### src/rtl/decoder_seq.sv
// decoder_seq
//   Registered SEL_W-to-NUM_OUT one-hot decoder with valid/ready handshakes.
//   DIRECT mode decodes every accepted input code. SCAN mode walks a single
//   hot bit across the outputs at a programmable rate.
//
// Ports
//   clk        in   clock, rising edge
//   rst        in   asynchronous reset, active-high
//   mode       in   0 = DIRECT, 1 = SCAN (acted on from IDLE)
//   scan_div   in   SCAN step period minus 1, captured on entry to SCAN
//   in_valid   in   input code valid
//   in_ready   out  input code accepted when in_valid && in_ready
//   d          in   input code
//   out_valid  out  y holds a valid beat
//   out_ready  in   downstream accepts the beat when out_valid && out_ready
//   y          out  registered one-hot output (one-cold when inverted)
//   err        out  one-cycle pulse alongside the beat of an out-of-range code
//
// Build option
//   DECODER_ACTIVE_LOW_EN : drive y inverted (one-cold); the reset value and
//   the error beat then read as all-ones. Handshakes and err are unaffected.

module decoder_seq #(
  parameter int SEL_W   = 3,
  parameter int NUM_OUT = 8,
  parameter int DIV_W   = 8
) (
  input  logic               clk,
  input  logic               rst,
  input  logic               mode,
  input  logic [DIV_W-1:0]   scan_div,
  input  logic               in_valid,
  output logic               in_ready,
  input  logic [SEL_W-1:0]   d,
  output logic               out_valid,
  input  logic               out_ready,
  output logic [NUM_OUT-1:0] y,
  output logic               err
);

  typedef enum logic [1:0] {
    ST_IDLE,
    ST_DIRECT,
    ST_SCAN,
    ST_DRAIN
  } state_t;

  state_t state_reg, state_next;

  logic [NUM_OUT-1:0] y_reg;
  logic               out_valid_reg;
  logic               err_reg;
  logic               first_reg;   // first SCAN beat still owed
  logic [SEL_W-1:0]   idx_reg;     // next bit the walk will emit
  logic [DIV_W-1:0]   cnt_reg;
  logic [DIV_W-1:0]   div_reg;

  logic [NUM_OUT-1:0] code_hot;
  logic [NUM_OUT-1:0] scan_hot;
  logic               code_oob;
  logic               slot_free;
  logic               accept;
  logic               scan_tick;
  logic               scan_load;
  logic               idx_wrap;

  // An out-of-range code matches no output, so its decode is naturally all
  // zeros: the error beat and the range check come from the same vector.
  generate
    for (genvar gi = 0; gi < NUM_OUT; gi++) begin : g_hot
      assign code_hot[gi] = (d == SEL_W'(gi));
      assign scan_hot[gi] = (idx_reg == SEL_W'(gi));
    end
  endgenerate

  assign code_oob  = ~|code_hot;
  assign slot_free = !out_valid_reg || out_ready;
  assign in_ready  = !rst && (state_reg == ST_DIRECT) && slot_free;
  assign accept    = in_valid && in_ready;
  // A tick that finds the slot busy stays pending because cnt_reg parks at
  // div_reg, so no step of the walk is ever dropped.
  assign scan_tick = first_reg || (cnt_reg == div_reg);
  assign scan_load = (state_reg == ST_SCAN) && slot_free && scan_tick;
  assign idx_wrap  = (idx_reg == SEL_W'(NUM_OUT - 1));

  always_ff @(posedge clk or posedge rst) begin
    if (rst) begin
      state_reg <= ST_IDLE;
    end else begin
      state_reg <= state_next;
    end
  end

  always_comb begin
    state_next = state_reg;
    case (state_reg)
      ST_IDLE:   state_next = mode ? ST_SCAN : ST_DIRECT;
      ST_DIRECT: if (mode)      state_next = ST_DRAIN;
      ST_SCAN:   if (!mode)     state_next = ST_DRAIN;
      ST_DRAIN:  if (slot_free) state_next = ST_IDLE;
      default:   state_next = ST_IDLE;
    endcase
  end

  always_ff @(posedge clk or posedge rst) begin
    if (rst) begin
      y_reg         <= '0;
      out_valid_reg <= 1'b0;
      err_reg       <= 1'b0;
      first_reg     <= 1'b0;
      idx_reg       <= '0;
      cnt_reg       <= '0;
      div_reg       <= '0;
    end else begin
      err_reg <= accept && code_oob;

      // Loading while the old beat is popped replaces it with no bubble.
      if (accept) begin
        y_reg         <= code_hot;
        out_valid_reg <= 1'b1;
      end else if (scan_load) begin
        y_reg         <= scan_hot;
        out_valid_reg <= 1'b1;
      end else if (out_ready) begin
        out_valid_reg <= 1'b0;
      end

      // IDLE lasts one cycle, so capturing here samples scan_div on entry.
      if (state_reg == ST_IDLE) begin
        cnt_reg   <= '0;
        idx_reg   <= '0;
        first_reg <= 1'b1;
        div_reg   <= scan_div;
      end else if (state_reg == ST_SCAN) begin
        if (scan_load) begin
          cnt_reg   <= '0;
          first_reg <= 1'b0;
          idx_reg   <= idx_wrap ? '0 : idx_reg + 1'b1;
        end else if (!scan_tick) begin
          cnt_reg <= cnt_reg + 1'b1;
        end
      end
    end
  end

  assign out_valid = out_valid_reg;
  assign err       = err_reg;

`ifdef DECODER_ACTIVE_LOW_EN
  assign y = ~y_reg;
`else
  assign y = y_reg;
`endif

endmodule
### config.mk
export PLATFORM = sky130hd
export DESIGN_NAME = decoder_seq
export DESIGN_NICKNAME = d
export VERILOG_FILES = /design/src/rtl/decoder_seq.sv
export SDC_FILE = /design/constraint.sdc
export NUM_CORES = 1
export LEC_CHECK = 0
export CAP_MARGIN = 20
export CELL_PAD_IN_SITES_DETAIL_PLACEMENT = 1
export CELL_PAD_IN_SITES_GLOBAL_PLACEMENT = 1
export CORE_ASPECT_RATIO = 1.75
export CORE_MARGIN = 10
export CORE_UTILIZATION = 52
export CTS_CLUSTER_SIZE = 16
export DETAILED_ROUTE_END_ITERATION = 7
export DONT_BUFFER_PORTS = 1
export PLACE_DENSITY_LB_ADDON = 0.1
export SLEW_MARGIN = 10
export SYNTH_ARGS = -nofsm -noshare
export SYNTH_HDL_FRONTEND = slang
export SYNTH_SLANG_ARGS = --single-unit
export TNS_END_PERCENT = 5
### constraint.sdc
create_clock -name clk -period 2.8 [get_ports clk]
set_input_delay 0.42 -clock clk [delete_from_list [all_inputs] [get_ports clk]]
set_output_delay 0.42 -clock clk [all_outputs]
set_load 0.02 [all_outputs]
# --- After elaboration in Yosys (flattened, before gate mapping) ---
# Index checks and enable logic that the tools add are counted.
totals:
  inputBits: 16
  ff_bits: 32
  wordCells: 75
  out_inout_bits: 11
op_classes:
  n_reduce_logical: 22
  eq_ne: 22
  n_mux: 21
  addsub: 2
op_table:
  columns: ["op", "count"]
  rows:
  - ["8-bit two-way mux", 6]
  - ["3-bit == test, second input constant", 8]
  - ["3-bit by 2-bit == test with 1-bit output, second input constant", 4]
  - ["3-bit two-way mux", 4]
  - ["8-bit by 1-bit adder with 8-bit output, second input constant", 1]
  - ["8-bit == test", 1]
  - ["2-bit two-way mux", 4]
  - ["2-bit one-hot mux with 4 select lines", 1]
  - ["8-bit OR reduction", 1]
  - ["3-bit by 1-bit == test with 1-bit output, second input constant", 2]
  - ["1-bit logical AND", 6]
  - ["3-bit zero test", 2]
  - ["1-bit two-way mux", 6]
  - ["2-bit != test, second input constant", 3]
  - ["2-bit nonzero test", 3]
  - ["2-bit == test, second input constant", 2]
  - ["2-bit AND reduction", 2]
  - ["3-bit by 1-bit adder with 3-bit output, second input constant", 1]
  - ["1-bit zero test", 3]
  - ["3-bit by 1-bit != test with 1-bit output, second input constant", 1]
  - ["3-bit AND reduction", 1]
  - ["3-bit nonzero test", 1]
  - ["2-bit by 1-bit == test with 1-bit output, second input constant", 1]
  - ["2-bit zero test", 1]
  - ["1-bit logical OR", 2]

# --- Longest topological paths before layout ---
depth:
  depth_word: 7
  mapped_depth: 7
  mapped_depth_nobuf: 7

# --- Worst setup path before layout ---
# Ideal clock, no wire load.
synth_path:
  kind: "input to register"
  startpoint: "input port rst"
  endpoint: "register y_reg[0], in the netlist y[0]"
  arrival_ns: 1.775
  cell_stages: 5
  path_slack_ns: 0.958
  cell_sequence: "inv_2 -> nand3_1 -> nor2_1 -> a31o_4 -> o221a_1"
synth_via:
  elab_chain_len: 5
  elab_cells_between_ends: 6
  classes_between: "1 x mux; 5 x reduce/logical"
synth_rtl:
  columns: ["item", "line", "rtl"]
  rows:
  - ["start, declared", "29", "input logic rst,"]
  - ["1-bit zero test (no source line) (*)", null, null]
  - ["1-bit logical AND (*) (2 in a row)", "78", "assign in_ready = !rst && (state_reg == ST_DIRECT) && slot_free;"]
  - ["1-bit logical AND (*)", "79", "assign accept = in_valid && in_ready;"]
  - ["8-bit two-way mux / 2-bit nonzero test (equally long branches)", null, null]
  - ["end signal, assigned", "119", "y_reg <= code_hot;"]
  - ["end signal, assigned", "122", "y_reg <= scan_hot;"]
  - ["end, declared", "50", "logic [NUM_OUT-1:0] y_reg;"]
# Every way passes the cells marked *; elsewhere a longest branch is shown, timed or not.
# A chain may end at the register's enable or synchronous reset.

# --- Worst setup path after layout ---
layout_path:
  startpoint: "register state_reg[0]"
  endpoint: "register idx_reg[2]"
layout_via:
  elab_chain_len: 5
  elab_cells_between_ends: 8
  classes_between: "1 x eq/ne; 1 x mux; 6 x reduce/logical"
layout_rtl:
  columns: ["item", "line", "rtl"]
  rows:
  - ["start, declared", "48", "state_t state_reg, state_next;"]
  - ["start signal, assigned", "90", "state_reg <= state_next;"]
  - ["2-bit == test", "83, 134", null]
  - ["1-bit logical AND (2 in a row)", "83", "assign scan_load = (state_reg == ST_SCAN) && slot_free && scan_tick;"]
  - ["2-bit nonzero test (no source line)", null, null]
  - ["2-bit AND reduction (no source line)", null, null]
  - ["end signal, assigned", "138", "idx_reg <= idx_wrap ? '0 : idx_reg + 1'b1;"]
  - ["end, declared", "54", "logic [SEL_W-1:0] idx_reg;"]
# Parallel ways exist; a longest one is shown, timed or not.

==> out/metrics.csv <==
stage,metric,value,unit
outcome,status,completed,
final_layout,fill_cells,394,
synthesis,synth_cell_types,39,
drt,dr.first_iter.drc_count,68,
cts,clk_latency,0.28,ns
cts,cts_tree,built,
worst_hold_path,worstHoldPathType,input port to async pin,
drt,wl_per_cell,19.5,µm
final_layout,final_cells,225,
sta,finalCriticalPeriod,1.90,ns
final_layout,area_growth,6.68,%
sta,skew,0.0103,ns
cts,path_clk_slew,0.07,ns
floorplan,core_area,3400,µm²
cts,cts_resized,0,
synthesis,synth.yosys.seq_area_share,43.6,%
setup_path,worstPathCellList,inv_1 -> ha_1 -> nand2_1 -> and2b_4 -> mux2_1,
synthesis,yosysWarnings,0,
setup_path,slowest_stage,ha_1,
final_layout,multi_input_area,972,µm²
placement,dpl.hpwl,3.42,mm
global_routing,grt_pass1_vias,1517,
sta,rsz0062_at_grt,no,
setup_path,arrival,2.06,ns
sta,clock.fmax,0.527,GHz
power_and_ir_drop,power_density,1030,nW/µm²
sta,hold_violations,0,
global_routing,grt_pass1_wl,7.47,mm
cts,cts_made_buffers,5,
final_layout,area.sequential,801,µm²
sta,setup_viol,0,
floorplan,dieHeight,98.6,µm
sta,maxSlewHeadroom,64.3,%
setup_path,critical_path_required,2.97,ns
cts,cts_root_buf,clkbuf_8,
setup_path,cp-start-kind,flop,
floorplan,rows,28,
sta,slew_violations,0,
setup_path,crit_path_max_fanout,8,
drt,vias_per_cell,5.91,
placement,dpl.cell_count,218,
setup_path,critPathBufInv,1,
cts,post-cts-setup-buffer-count,0,
global_routing,grtUsageTotal,14.7,%
final_layout,num-nets-final,207,
sta,tightest_slew,0.534,ns
sta,tns,0,ns
cts,cts.sinks,32,
synthesis,syn_avg_cell_area,10.5,µm²
run,timing.max_cap.violations,0,
global_routing,grt_max_degree,34,
synthesis,synth_seq_cells,32,
final_layout,num_antenna_cells,0,
cts,clockBufferDepth,2,
floorplan,ios,27,
setup_path,slowest_delay,0.41,ns
floorplan,initial_utilization,54.1,%
floorplan,die_width,64.9,µm
setup_path,cp-end-kind,flop,
sta,fin_crit_sh,67.8,%
placement,pre_cts_slack,0.930,ns
placement,io_buffers,0,
setup_path,critPathKind,flop to flop,
cts,cts.htree.levels,2,
drt,num_vias,1330,
sta,timing.final.ws_setup,0.901,ns
power_and_ir_drop,power.leakage,0.000875,µW
synthesis,synth_nets,202,
drt,drc,0,
power_and_ir_drop,ir_drop,0.585,mV
synthesis,synth_cells,175,
drt,wl,4.38,mm
global_routing,antenna_found_initial,0,
drt,first_pass_iters,4,
placement,place_congestion,0.826,
global_routing,grt_overflow,0,
setup_path,cpLargestDelayFamily,simple AND/OR/NAND/NOR gates,
final_layout,utilization,57.7,%
cts,hold_buffers,0,
floorplan,die-area,6400,µm²
synthesis,synth_area,1840,µm²
drt,antenna_left,0,
final_layout,final_layout_size_suffix_gt1_share,16.1,%
[metal layers]
layer | up-vias | track usage (%) | part of all wire, %
li1 | 627 | - | -
met1 | 669 | 13.9 | 34
met2 | 27 | 28.4 | 59
met3 | 7 | 3.97 | 5.4
met4 | 0 | 5.96 | 2.0
met5 | - | 0 | 0
[path summary, 6_finish.rpt]
| kind | start | to | slack, ns | cells after the start |
|---|---|---|---|---|
| max reg2reg | state_reg[0]$_DFFE_PP0P_ | idx_reg[2]$_DFFE_PP0P_ | 0.90 | 5 |
| min | rst | y[3]$_DFFE_PP0P_ | 0.15 | 2 |
| min reg2reg | first_reg$_DFFE_PP0P_ | first_reg$_DFFE_PP0P_ | 0.52 | 2 |
| max | state_reg[0]$_DFFE_PP0P_ | idx_reg[2]$_DFFE_PP0P_ | 0.90 | 5 |
| min in group clk | scan_div[1] | div_reg[1]$_DFFE_PP0P_ | 0.29 | 1 |
| max in group asynchronous | rst | div_reg[7]$_DFFE_PP0P_ | 2.34 | 2 |
[cells in the final DEF (no fill, tap or decap), types with 5 or more instances in the layout]
master / n
inv_1: 8
mux2_2: 8
clkbuf_8: 5
o21ai_0: 12
nor2b_1: 6
o21ai_2: 6
xnor2_1: 8
ha_1: 11
nand2_1: 18
o221a_1: 8
nor2_1: 9
dfrtp_1: 32
[stage by stage]
step                      hold slack (ns)  area, µm²  power (µW)
after floorplan                     0.359       1840        1500
after global placement              0.454       1880        1650
after detailed placement            0.465       1880        1710
after CTS                           0.160       1960        2050
after global routing                0.168       1960        2180
final                               0.147       1960        2020
[worst register-to-register path, delay by kind of cell, from the launching register on]
kind	cells	cell delay, ns
adders and majority gates	1	0.41
buffers and inverters	1	0.11
DFF	1	0.40
muxes	1	0.32
and+or+nand+nor	2	0.53
[cell type report]
cell class,count,area share (%)
Clock inverter,1,0.255
Inverter,10,1.92
Sequential cell,32,40.9
Multi-Input combinational cell,129,49.6
Clock buffer,6,3.70
Timing Repair Buffer,2,0.766
Tap cell,45,2.87
[logic make-up after synthesis]
logic type | synth area share (%)
buffers and inverters | 3.47
AOI/OAI and AO/OA | 17.0
and+or+nand+nor | 17.3
DFF | 43.6
xor gates and xnor gates | 4.29
muxes | 6.68
other | 0.204
adders and majority gates | 7.49
[where the power goes]
part           switching [µW]  internal, µW  total [µW]
logic                     446           389         835
registers                 220           635         856
clock network             160           169         328
[synthesized netlist by cell type, drive strengths merged]
cell type / number / area (µm²)
a21o: 2 / 22.5
a21oi: 4 / 20.0
a221o: 1 / 10.0
a31o: 1 / 17.5
a31oi: 1 / 6.26
and2: 3 / 18.8
and2b: 1 / 10.0
and3: 4 / 25.0
and4: 1 / 10.0
buf: 3 / 22.5
clkbuf: 1 / 3.75
conb: 1 / 3.75
dfrtp: 32 / 801
ha: 11 / 138
inv: 10 / 37.5
mux2: 10 / 113
mux2i: 1 / 10.0
nand2: 18 / 67.6
nand2b: 2 / 12.5
nand3: 3 / 15.0
nand3b: 2 / 15.0
nand4: 4 / 40.0
nor2: 9 / 33.8
nor2b: 6 / 37.5
nor3: 2 / 10.0
nor3b: 3 / 22.5
o211a: 1 / 10.0
o21ai: 18 / 113
o221a: 8 / 90.1
o31ai: 3 / 22.5
xnor2: 8 / 70.1
xor2: 1 / 8.76
Power figures use the tool's default switching activity.
